$ cat src/rtl/tone_decoder.sv
// Buzzer PWM receive-side decoder: measures the falling-edge period, classifies it to a note code and reports stable note changes.
// Optional input deglitch filter enabled by defining TONE_DEC_GLITCH_EN.
module tone_decoder #(
  parameter int CLK_PRE     = 50_000_000,
  parameter int SILENCE_CYC = 1_000_000,
`ifdef TONE_DEC_GLITCH_EN
  parameter int GLITCH_CYC  = 4,
`endif
  parameter int STABLE_N    = 3
) (
  input  logic        clk,
  input  logic        rst_n,
  input  logic        pwm_in,
  output logic [4:0]  note_code,
  output logic        note_valid,
  output logic [23:0] note_dur,
  output logic [19:0] period
);

  localparam int              MW       = $clog2(STABLE_N + 1);
  localparam logic [19:0]     SIL      = 20'(SILENCE_CYC);
  localparam logic [MW-1:0]   STABLE   = MW'(STABLE_N);
  localparam logic [4:0]      CODE_UNK = 5'd31;
  localparam logic [4:0]      IDX_END  = 5'd25;
  localparam logic [23:0]     DUR_MAX  = '1;

  typedef enum logic [1:0] {SILENT, ARM, LOOKUP, DECIDE} state_t;

  function automatic logic [19:0] nom_period(input logic [4:0] idx);
    case (idx)
      5'd1:    nom_period = 20'(CLK_PRE / 262);
      5'd2:    nom_period = 20'(CLK_PRE / 294);
      5'd3:    nom_period = 20'(CLK_PRE / 330);
      5'd4:    nom_period = 20'(CLK_PRE / 349);
      5'd5:    nom_period = 20'(CLK_PRE / 392);
      5'd6:    nom_period = 20'(CLK_PRE / 440);
      5'd7:    nom_period = 20'(CLK_PRE / 494);
      5'd8:    nom_period = 20'(CLK_PRE / 523);
      5'd9:    nom_period = 20'(CLK_PRE / 587);
      5'd10:   nom_period = 20'(CLK_PRE / 659);
      5'd11:   nom_period = 20'(CLK_PRE / 698);
      5'd12:   nom_period = 20'(CLK_PRE / 740);
      5'd13:   nom_period = 20'(CLK_PRE / 784);
      5'd14:   nom_period = 20'(CLK_PRE / 831);
      5'd15:   nom_period = 20'(CLK_PRE / 880);
      5'd16:   nom_period = 20'(CLK_PRE / 932);
      5'd17:   nom_period = 20'(CLK_PRE / 988);
      5'd18:   nom_period = 20'(CLK_PRE / 1046);
      5'd19:   nom_period = 20'(CLK_PRE / 1175);
      5'd20:   nom_period = 20'(CLK_PRE / 1318);
      5'd21:   nom_period = 20'(CLK_PRE / 1397);
      5'd22:   nom_period = 20'(CLK_PRE / 1568);
      5'd23:   nom_period = 20'(CLK_PRE / 1760);
      5'd24:   nom_period = 20'(CLK_PRE / 1976);
      default: nom_period = '0;
    endcase
  endfunction

  state_t        state, state_next;
  logic          sync1, sync2, level, level_prev, fall, silence;
  logic [19:0]   count, count_p1, p_reg, pend_p, p_val, nom, diff;
  logic [4:0]    idx, idx_next, cand, prev_cand, cand_val, commit_code;
  logic [MW-1:0] match_cnt, match_new;
  logic [23:0]   dur_cnt, dur_p1;
  logic          pending, hit, p_load, pend_set, pend_clr, cand_load;
  logic          do_decide, do_silence, commit;

  // Idle-high line: synchronizer resets to 1 so reset release never fakes an edge.
  always_ff @(posedge clk or negedge rst_n) begin
    if (!rst_n) begin
      sync1 <= 1'b1;
      sync2 <= 1'b1;
    end else begin
      sync1 <= pwm_in;
      sync2 <= sync1;
    end
  end

`ifdef TONE_DEC_GLITCH_EN
  localparam int GW = $clog2(GLITCH_CYC + 1);
  logic          filt;
  logic [GW-1:0] gcnt;

  always_ff @(posedge clk or negedge rst_n) begin
    if (!rst_n) begin
      filt <= 1'b1;
      gcnt <= '0;
    end else if (sync2 == filt) begin
      gcnt <= '0;
    end else if (gcnt == GW'(GLITCH_CYC - 1)) begin
      filt <= sync2;
      gcnt <= '0;
    end else begin
      gcnt <= gcnt + 1'b1;
    end
  end
  assign level = filt;
`else
  assign level = sync2;
`endif

  always_ff @(posedge clk or negedge rst_n) begin
    if (!rst_n) level_prev <= 1'b1;
    else        level_prev <= level;
  end

  assign fall     = level_prev & ~level;
  assign silence  = (count >= SIL) && !fall;
  // The edge cycle itself belongs to the period, hence the +1 on capture.
  assign count_p1 = (count == '1) ? count : count + 20'd1;
  assign dur_p1   = (dur_cnt == DUR_MAX) ? dur_cnt : dur_cnt + 24'd1;

  always_ff @(posedge clk or negedge rst_n) begin
    if (!rst_n)          count <= '0;
    else if (fall)       count <= '0;
    else if (count < SIL) count <= count + 20'd1;
  end

  always_comb begin
    nom  = nom_period(idx);
    diff = (p_reg >= nom) ? p_reg - nom : nom - p_reg;
    hit  = (diff <= (nom >> 6));
  end

  always_comb begin
    if (cand == prev_cand) match_new = (match_cnt >= STABLE) ? STABLE : match_cnt + 1'b1;
    else                   match_new = MW'(1);
  end

  always_ff @(posedge clk or negedge rst_n) begin
    if (!rst_n) state <= SILENT;
    else        state <= state_next;
  end

  always_comb begin
    state_next  = state;
    idx_next    = idx;
    p_load      = 1'b0;
    p_val       = count_p1;
    pend_set    = 1'b0;
    pend_clr    = 1'b0;
    cand_load   = 1'b0;
    cand_val    = idx;
    do_decide   = 1'b0;
    do_silence  = 1'b0;
    case (state)
      SILENT: if (fall) state_next = ARM;
      ARM: begin
        if (fall) begin
          p_load     = 1'b1;
          idx_next   = 5'd1;
          state_next = LOOKUP;
        end else if (silence) begin
          do_silence = 1'b1;
          state_next = SILENT;
        end
      end
      LOOKUP: begin
        if (fall) pend_set = 1'b1;
        if (silence) begin
          do_silence = 1'b1;
          pend_clr   = 1'b1;
          state_next = SILENT;
        end else if (idx == IDX_END) begin
          cand_load  = 1'b1;
          cand_val   = CODE_UNK;
          state_next = DECIDE;
        end else if (hit) begin
          cand_load  = 1'b1;
          state_next = DECIDE;
        end else begin
          idx_next = idx + 5'd1;
        end
      end
      DECIDE: begin
        do_decide = 1'b1;
        pend_clr  = 1'b1;
        if (fall || pending) begin
          p_load     = 1'b1;
          p_val      = fall ? count_p1 : pend_p;
          idx_next   = 5'd1;
          state_next = LOOKUP;
        end else begin
          state_next = ARM;
        end
      end
      default: state_next = SILENT;
    endcase
    commit      = (do_decide && match_new == STABLE && cand != note_code) ||
                  (do_silence && note_code != 5'd0);
    commit_code = do_silence ? 5'd0 : cand;
  end

  always_ff @(posedge clk or negedge rst_n) begin
    if (!rst_n) begin
      idx        <= '0;
      p_reg      <= '0;
      pend_p     <= '0;
      pending    <= 1'b0;
      cand       <= '0;
      prev_cand  <= '0;
      match_cnt  <= '0;
      note_code  <= '0;
      note_valid <= 1'b0;
      note_dur   <= '0;
      dur_cnt    <= '0;
    end else begin
      idx <= idx_next;
      if (p_load) p_reg <= p_val;
      if (pend_set) begin
        pending <= 1'b1;
        pend_p  <= count_p1;
      end else if (pend_clr) begin
        pending <= 1'b0;
      end
      if (cand_load) cand <= cand_val;
      if (do_silence) begin
        match_cnt <= '0;
        prev_cand <= '0;
      end else if (do_decide) begin
        match_cnt <= match_new;
        prev_cand <= cand;
      end
      note_valid <= commit;
      // Duration reported counts every cycle the outgoing code was visible.
      if (commit) begin
        note_code <= commit_code;
        note_dur  <= dur_p1;
        dur_cnt   <= '0;
      end else begin
        dur_cnt <= dur_p1;
      end
    end
  end

  assign period = p_reg;

endmodule

$ cat config.mk
export PLATFORM = sky130hd
export DESIGN_NAME = tone_decoder
export DESIGN_NICKNAME = d
export VERILOG_FILES = /design/src/rtl/tone_decoder.sv
export SDC_FILE = /design/constraint.sdc
export NUM_CORES = 1
export LEC_CHECK = 0
export BUFFER_PORTS_ARGS = -buffer_cell sky130_fd_sc_hd__buf_2
export CAP_MARGIN = 20
export CORE_MARGIN = 4
export CORE_UTILIZATION = 28
export CTS_BUF_LIST = sky130_fd_sc_hd__clkbuf_16
export DETAILED_ROUTE_END_ITERATION = 6
export HOLD_SLACK_MARGIN = 0.08
export PLACE_DENSITY = 0.5
export SYNTH_ARGS = -nofsm -noshare
export SYNTH_HDL_FRONTEND = slang
export SYNTH_SLANG_ARGS = --single-unit
$ cat constraint.sdc
create_clock -name clk -period 12.95 [get_ports clk]
set_input_delay 0.6475 -clock clk [delete_from_list [all_inputs] [get_ports clk]]
set_output_delay 0.6475 -clock clk [all_outputs]
set_load 0.05 [all_outputs]
# Yosys cells after proc, flatten, opt, wreduce, memory -nomap -nowiden
# Memory sizes are Yosys's and may differ from the RTL's.
# Cells that the tools add are included.
[totals]
regBits = 137
romBits = 576
in_bits = 3
output_inout_bits = 50
elab_cells = 110
n_memories = 1
[op_classes]
add_sub_neg = 6
order_cmp = 5
n_eq_ne = 17
muxes = 48
bitwise = 2
reduce_logical = 15
[mem_list]
columns = ["name", "depth", "width", "read_ports", "rd_clocked_by_memory_dff", "wr", "line_no", "text"]
rows = [
  ["(no name shown)", 32, 18, 1, 0, 0, "30", "case (idx)"],
]
[ops]
columns = ["op", "n"]
rows = [
  ["20-bit two-way mux", 7],
  ["5-bit two-way mux", 11],
  ["24-bit two-way mux", 2],
  ["20-bit subtractor", 2],
  ["24-bit by 1-bit adder with 24-bit output (second input constant)", 1],
  ["24-bit equality test (second input constant)", 1],
  ["2-bit two-way mux", 11],
  ["20-bit by 1-bit adder with 20-bit output (second input constant)", 1],
  ["20-bit equality test (second input constant)", 1],
  ["20-bit >= comparator", 1],
  ["20-bit >= comparator (second input constant)", 1],
  ["20-bit by 14-bit less-or-equal comparator with 1-bit output", 1],
  ["20-bit < comparator (second input constant)", 1],
  ["5-bit one-hot mux with 3 select lines", 1],
  ["1-bit two-way mux", 12],
  ["2-bit != test (second input constant)", 6],
  ["2-bit one-hot mux with 4 select lines", 1],
  ["2-bit equality test (second input constant)", 3],
  ["1-bit one-hot mux with 2 select lines", 3],
  ["6-bit AND reduction", 1],
  ["2-bit nonzero test", 3],
  ["5-bit by 1-bit adder with 5-bit output (second input constant)", 1],
  ["5-bit equality test", 1],
  ["5-bit equality test (second input constant)", 1],
  ["other kinds (15)", 19],
]

# Logic depth before layout (Yosys ltp)
# Gate-level depths: netlist of the first run.
[depth]
ltp_word = 10
mapped_depth = 29
mapped_depth_nobuf = 27

# Worst setup path after synthesis of the first run
# OpenSTA, ideal clock, no wires.
[synth_path]
path_kind = "register to register"
startpoint = "register idx[1]"
endpoint = "register state[1]"
setup_time_ns = 0.125
arrival_time_ns = 5.842
required_time_ns = 12.825
path_slack_ns = 6.983
path_stages_with_launch = 29
path_buffers = 4
period_less_slack_ns = 5.967
path_cell_list = "dfrtp_1 > clkbuf_1 > inv_1 > ha_1 > clkbuf_1 > nand2_1 > nand3_1 > nand3_1 > nor2_1 > a21oi_1 > ha_1 > buf_4 > nand2_1 > o311ai_1 > o211ai_1 > a21oi_2 > clkbuf_1 > o211ai_1 > o21ai_0 > xnor2_1 > ha_1 > a21oi_1 > o21ai_0 > a2111oi_0 > a21oi_1 > nor4_2 > a2bb2oi_4 > o32ai_2 > mux2_4"
[synth_between]
elab_chain_cells = 6
elab_cells_between_ends = 12
cone_classes = "add/sub (2); order compare (2); eq/ne (2); mux (4); reduce/logical (1); memory (1)"
[synth_lines]
columns = ["element", "line_no", "text"]
rows = [
  ["from (decl)", "62", "logic [4:0] idx, idx_next, cand, prev_cand, cand_val, commit_code;"],
  ["from (signal assigned)", "208", "idx <= idx_next;"],
  ["memory read 32 x 18 bit", "--", ""],
  ["20-bit subtractor / 20-bit >= comparator (equally long branches)", "121", "diff = (p_reg >= nom) ? p_reg - nom : nom - p_reg;"],
  ["20-bit two-way mux", "121", ""],
  ["20-bit by 14-bit less-or-equal comparator with 1-bit output", "122", "hit = (diff <= (nom >> 6));"],
  ["4-bit != test (no source line)", "--", ""],
  ["3-bit AND reduction (no source line)", "--", ""],
  ["to (signal assigned)", "132", "else state <= state_next;"],
  ["to (decl)", "59", "state_t state, state_next;"],
]
# Parallel ways exist; a longest one is shown, timed or not.
# A chain may end at the register's enable or synchronous reset.

# Worst setup path in the final report of the first run
[layout_path]
startpoint = "register idx[0]"
endpoint = "register state[1]"
# Same word-level chain as after synthesis.

==> results.py, run 1 <==
metrics = {
    "outcome": {
        "outcome": "finished, final reports clean",
    },
    "cells_and_area": {
        "fillers": 3678,
        "finalInstanceArea_um2": 11100,
        "num_antenna_cells": 0,
        "final_cell_count_no_fill": 1651,
        "final_util_pct": 32.0,
        "nets": 1257,
        "layout-drive-gt1-share_pct": 10.3,
        "area_growth_pct": 12.2,
    },
    "yosys": {
        "netlist-cell-type-count": 80,
        "yosys.area.top_type": "dfrtp_1",
        "synth_nets": 1246,
        "avgSynthCellArea_um2": 8.43,
        "netlist_area_um2": 9890,
        "synth_seq_cells": 137,
        "synth_top_area_share_pct": 33.9,
        "synth-compound-area-share_pct": 21.0,
        "synth_top_family_by_area": "compound AO/OA/AOI/OAI gates",
        "synthAdderAreaFrac_pct": 9.01,
        "syn-instance-count": 1173,
        "synth_edf_count": 0,
        "synthFlopType": "dfrtp_1",
        "muxShareOfSynthArea_pct": 2.94,
        "ys.warnings.count": 0,
        "ys_async_sr_fraction_pct": 100,
        "ys_seq_area_share_pct": 34.7,
        "yosys.area_share.simple_pct": 19.2,
        "synth_xor_area_share_pct": 7.35,
        "synthTopCellsByArea": "dfrtp_1, ha_1, nor2_1, a21oi_1, nand2_1",
    },
    "clock_tree": {
        "root_buffer": "clkbuf_16",
        "cts_setup_buffers": 0,
        "cts.sinks": 137,
        "cts_resized": 0,
        "cts_buffers": 17,
        "hold_buffers": 0,
        "clk_pin_slew_ns": 0.06,
        "htree_levels": 4,
        "clockBufferDepth": 2,
        "cts_tree": "done",
        "worstSkewPairLatency_ns": 0.42,
    },
    "place": {
        "routabilityCongestion": 0.940,
        "dp_slack_ns": 5.60,
        "postPlaceCellArea_um2": 10500,
        "placed_cells": 1619,
        "port_buffers": 52,
        "dpl.hpwl_um": 19800,
    },
    "grt": {
        "grt_pass1_vias": 7979,
        "grt_max_degree": 76,
        "gr-total-overflow": 0,
        "antenna_found_initial": 0,
        "track_usage_pct": 13.8,
        "grt_pass1_wl_um": 43300,
    },
    "sta": {
        "finalHoldViolations": 0,
        "setup_tns_ns": 0,
        "maxSlewViolCount": 0,
        "rsz0062_at_grt": "no",
        "holdWs_ns": 0.208,
        "setup-violations-final": 0,
        "timing.final.ws_setup_ns": 5.51,
        "fmaxAchievable_ghz": 0.134,
        "slew_headroom_pct": 30.8,
        "period_needed_ns": 7.44,
        "period_share_pct": 57.4,
        "finClkSkew_ns": 0.00936,
        "worst_slew_pin_slew_ns": 1.04,
    },
    "setup_path": {
        "required_ns": 13.25,
        "worstRegToRegCells": 24,
        "r2r_slack_ns": 5.51,
        "crit_arrival_ns": 7.74,
        "endpoint_kind": "register",
        "timing.rr.end": "state[1]$_DFFE_PN0P_",
        "start_kind": "register",
        "reg2reg_from": "idx[0]$_DFFE_PN0P_",
        "path_max_fanout": 18,
        "crit_type": "register to register",
    },
    "routing": {
        "final_antenna_net_count": 0,
        "drtIter0Drc": 734,
        "wl_um": 26600,
        "drc": 0,
        "wl_per_cell_um": 16.1,
        "routed_via_density": 5.01,
        "vias": 8270,
        "first_pass_iters": 5,
    },
    "floorplanning": {
        "die_height_um": 196,
        "die-area_um2": 38400,
        "pin_count": 53,
        "rows": 68,
        "fp.dieW_um": 196,
        "start_util_pct": 28.5,
        "core-area_um2": 34700,
    },
    "run": {
        "drv_cap": 0,
    },
    "power_and_ir_drop": {
        "leakagePower_nw": 5.05,
        "powerDensity_nw_per_um2": 135,
        "peakVddDrop_mv": 0.0864,
        "p_total_mw": 1.50,
    },
    "min_path": {
        "hold_path.class": "input port to asynchronous set/reset pin",
    },
}
[flip-flops by register name (all words and copies together), names as in the netlist]
register and count:
idx 5, prev_cand 5, dur_cnt 24, pend_p 20
cand 5, count 20, match_cnt 2, pending 1
state 2, level_prev 1, note_valid 1, period 20
level 1, note_dur 24, sync1 1, note_code 5
[cell usage in the layout (no fill, tap or decap), drive strengths merged, types with 7 or more instances in the layout]
cell    netlist  final
o21a         11     11
xor2         37     37
clkbuf       43     17
nand2       115    115
o21ai        85     85
and2          7      7
nor3         24     24
a211oi       18     18
buf          27     62
or3           7      7
nor2b         8      8
dfrtp       134    134
xnor2        46     46
a21o         16     16
nand3        29     29
nor4          7      7
nor2        145    145
and3         13     13
a21oi        97     97
ha           68     68
a31oi        17     17
inv          64     69
mux2i        20     20
nand4        21     21
o211ai       15     15
[how the worst max path moves through the flow]
stage | from | to | slack (ns)
finish | idx[0]$_DFFE_PN0P_ | state[1]$_DFFE_PN0P_ | 5.51
global route | idx[0]$_DFFE_PN0P_ | state[1]$_DFFE_PN0P_ | 5.06
CTS | idx[0]$_DFFE_PN0P_ | state[1]$_DFFE_PN0P_ | 5.55
detailed placement | idx[0]$_DFFE_PN0P_ | state[1]$_DFFE_PN0P_ | 5.60
global placement | idx[0]$_DFFE_PN0P_ | state[1]$_DFFE_PN0P_ | 5.77
floorplan | idx[1]$_DFFE_PN0P_ | state[1]$_DFFE_PN0P_ | 6.98
[final cells by class]
cell class | count | area (um2) | area share [%]
tap | 455 | 569 | 5.13
clock inverter | 14 | 168 | 1.51
timing repair buffer | 62 | 362 | 3.26
multi-input combinational | 902 | 5900 | 53.2
inverter | 64 | 240 | 2.17
sequential | 137 | 3430 | 30.9
clock buffer | 17 | 425 | 3.83
[routing by layer]
metal	track usage (%)	up-vias	wire [um]
li1	-	4140	-
met1	18.8	3876	12400
met2	22.1	206	12300
met3	2.08	48	1110
met4	5.17	0	744
met5	0	-	0
[synthesized netlist by cell type, types with 11 or more instances]
master and instances:
o21a_1 11, nand3_1 29, clkbuf_1 43, nor2_1 145
nand4_1 20, ha_1 68, a21o_1 16, a31oi_1 17
a21oi_1 93, o21ai_0 80, xnor2_1 46, nand2_1 115
a211oi_1 17, dfrtp_1 134, inv_1 64, mux2i_1 20
o211ai_1 15, and3_1 13, nor3_1 24, buf_2 14
xor2_1 37
[power breakdown]
part	internal (mW)	leakage, nW	total [mW]	switching [mW]
Clock	0.315	0.302	0.492	0.176
Combinational	0.192	2.88	0.520	0.328
Sequential	0.457	1.87	0.489	0.0317
[cells by family (layout without fill, tap and decap cells)]
logic type / Yosys count / count (layout)
XOR/XNOR: 83 / 83
flip-flops: 137 / 137
buffers and inverters: 134 / 157
AND/OR/NAND/NOR: 404 / 404
multiplexers: 26 / 26
AO/OA/AOI/OAI: 319 / 319
adder cells (fa/ha/maj): 70 / 70
[critical path, stage by stage, from the launching register on]
cell       delay, ns
dfrtp_1         0.71
inv_1           0.33
ha_1            0.65
nand2b_1        0.20
o21ai_0         0.09
nand2_1         0.09
a21oi_1         0.06
a31o_2          0.23
ha_1            0.50
nand4_1         0.23
o311ai_1        0.34
o211ai_1        0.16
a21oi_2         0.74
a31oi_1         0.25
a311oi_1        0.40
xnor2_1         0.18
ha_1            0.27
nand2_1         0.06
nor2_1          0.04
a2111oi_0       0.35
a21oi_1         0.17
nor4_2          0.37
a2bb2oi_4       0.37
o32ai_2         0.17
mux2_4          0.32
No activity file was read; power rests on OpenSTA's default activity.
==> run 2: changes to the inputs <==
- ABC_AREA: unset -> 1
- clock period: 12.95 -> 7 ns (I/O delays scaled with it)
==> results.py, run 2 <==
metrics = {
    "cells_and_area": {
        "layout-drive-gt1-share_pct": 9.90,
        "final_common_cell": "nand2_1",
        "num_antenna_cells": 0,
        "final_util_pct": 32.3,
        "area_growth_pct": 13.3,
        "nets": 1596,
        "reg.largest.list": "dur_cnt (24), note_dur (24)",
        "layout_common_cells": "nand2_1, inv_1, o21ai_0, dfrtp_1, nor2_1",
    },
    "place": {
        "dp_slack_ns": 1.11,
        "dpl.hpwl_um": 22800,
        "routabilityCongestion": 0.936,
        "port_buffers": 52,
    },
    "yosys": {
        "yosys.area.top_type": "dfrtp_1",
        "synth_seq_cells": 137,
        "syn-instance-count": 1482,
        "synth_top_area_share_pct": 32.9,
        "avgSynthCellArea_um2": 6.88,
        "netlist_area_um2": 10200,
        "synthTopCellsByArea": "dfrtp_1, nand2_1, inv_1, ha_1, o21ai_0",
        "synthFlopType": "dfrtp_1",
        "ys_async_sr_fraction_pct": 100,
        "ys.warnings.count": 0,
        "ys_seq_area_share_pct": 33.6,
        "synth_edf_count": 0,
        "yosysMostFrequentCell": "nand2_1",
        "synth_nets": 1555,
        "netlist-cell-type-count": 48,
        "synthTopCellsByCount": "nand2_1, inv_1, dfrtp_1, o21ai_0, nor2_1",
    },
    "setup_path": {
        "required_ns": 7.31,
        "crit_arrival_ns": 6.26,
        "slowest_delay_ns": 0.59,
        "start_kind": "register",
        "slowest_stage": "dfrtp_1",
        "path_max_fanout": 12,
        "endpoint_kind": "register",
        "crit_type": "register to register",
        "cpMostUsedCell": "nand2_1",
    },
    "power_and_ir_drop": {
        "powerDensity_nw_per_um2": 299,
        "leakagePower_nw": 5.99,
        "clkPwrFrac_pct": 27.1,
        "seq_power_share_pct": 26.3,
        "p_total_mw": 3.45,
        "p_sw_share_pct": 45.7,
        "peakVddDrop_mv": 0.202,
        "p_switching_mw": 1.58,
        "p_comb_share_pct": 46.6,
        "p_int_mw": 1.88,
    },
    "clock_tree": {
        "worstSkewPairLatency_ns": 0.44,
        "clk_pin_slew_ns": 0.07,
        "cts_buffers": 17,
        "clockBufferDepth": 2,
        "cts_setup_buffers": 0,
        "htree_levels": 4,
        "root_buffer": "clkbuf_16",
        "cts_tree": "done",
        "cts.sinks": 137,
        "cts_resized": 0,
    },
    "floorplanning": {
        "die-area_um2": 39600,
        "core-area_um2": 35700,
        "rows": 69,
        "fp.dieW_um": 199,
        "pin_count": 53,
        "start_util_pct": 28.5,
        "die_height_um": 199,
    },
    "min_path": {
        "hold_path.class": "register to register",
    },
    "sta": {
        "setup-violations-final": 0,
        "maxSlewViolCount": 0,
        "worst_slew_pin_slew_ns": 0.818,
        "setup_tns_ns": 0,
        "fmaxAchievable_ghz": 0.168,
        "finClkSkew_ns": 0.0116,
        "slew_headroom_pct": 45.5,
        "rsz0062_at_grt": "no",
        "finalHoldViolations": 0,
        "period_share_pct": 85.1,
        "timing.final.ws_setup_ns": 1.04,
        "period_needed_ns": 5.96,
    },
    "run": {
        "drv_cap": 0,
    },
    "routing": {
        "vias": 9374,
        "final_antenna_net_count": 0,
        "drtIter0Drc": 486,
        "drc": 0,
        "wl_per_cell_um": 14.8,
        "first_pass_iters": 5,
        "routed_via_density": 4.69,
        "wl_um": 29600,
    },
    "grt": {
        "gr-total-overflow": 0,
        "track_usage_pct": 15.2,
        "grt_max_degree": 77,
        "antenna_found_initial": 2,
        "grt_pass1_wl_um": 48100,
        "grt_pass1_vias": 9101,
    },
    "outcome": {
        "outcome": "finished, final reports clean",
    },
}
==> run 2: changes by cell type in the layout (fill, tap and decap cells not counted), sizes merged, moves of 17 or more <==
cell    delta
a211oi    -18
mux2i     -17
xnor2     -28
a21oi     -28
inv      +174
nand2    +321
o21ai     +60
nand3     +36
==> run 2: cell families after synthesis <==
family	after synthesis	share of synthesized area, %
AOI/OAI and AO/OA	252	13.3
muxes	3	0.294
DFF	137	33.6
buffers and inverters	274	10.3
and+or+nand+nor	693	29.2
xor gates and xnor gates	53	4.55
adders and majority gates	70	8.73
==> run 2: layout make-up <==
type / instances / area, um2
clock buffers: 17 / 425
clock inverters: 15 / 169
fillers: 3903 / 24200
inverters: 232 / 871
multi-input cells: 1071 / 5720
flip-flops and latches: 137 / 3430
well taps: 461 / 577
repair buffers: 64 / 362
==> run 2: path summary, 6_finish.rpt <==
check                                   start                        to  slack, ns  cells past startpoint
min reg2reg                   sync1$_DFF_PN1_           level$_DFF_PN1_       0.35                      0
max                        idx[1]$_DFFE_PN0P_       cand[3]$_DFFE_PN0P_       1.04                     35
max in group asynchronous               rst_n    period[18]$_DFFE_PN0P_       5.15                      3
min in group asynchronous               rst_n  note_dur[17]$_DFFE_PN0N_       0.53                      2
max reg2reg                idx[1]$_DFFE_PN0P_       cand[3]$_DFFE_PN0P_       1.04                     35
min                           sync1$_DFF_PN1_           level$_DFF_PN1_       0.35                      0
==> run 2: what timing repair did <==
action,4_1_cts,5_1_grt
setup endpoints to repair,0,0
hold buffers,2,0
endpoints found under the hold margin,76,0
==> run 2: power by group through the flow <==
stage	clock, mW	combinational (mW)	sequential, mW
final	0.936	1.61	0.909
after global routing	0.997	1.81	0.919
after CTS	0.966	1.60	0.909
after detailed placement	0	1.59	0.924
after global placement	0	1.59	0.923
after floorplan	0	1.11	0.942
==> run 2: critical path, delay by kind of cell (launching register included) <==
family | cells | cell delay (ns)
and+or+nand+nor | 18 | 2.01
adders and majority gates | 3 | 1.11
AOI/OAI and AO/OA | 6 | 1.08
buffers and inverters | 7 | 0.84
DFF | 1 | 0.59
xor gates and xnor gates | 1 | 0.18
==> run 2: per-layer routing <==
layer / vias up / track usage, % / part of all wire [%]
met2: 191 / 25.3 / 47
li1: 4778 / - / -
met3: 36 / 2.29 / 3.7
met5: - / 0 / 0
met1: 4369 / 20.7 / 47
met4: 0 / 4.28 / 1.9
==> run 2: stage by stage <==
stage               cells  area (um2)  hold WS [ns]
floorplan            1482       10200        0.0544
global placement     1963       10900         0.348
detailed placement   1963       10900         0.349
CTS                  1997       11600         0.352
global route         1997       11600         0.359
finish               1997       11600         0.353
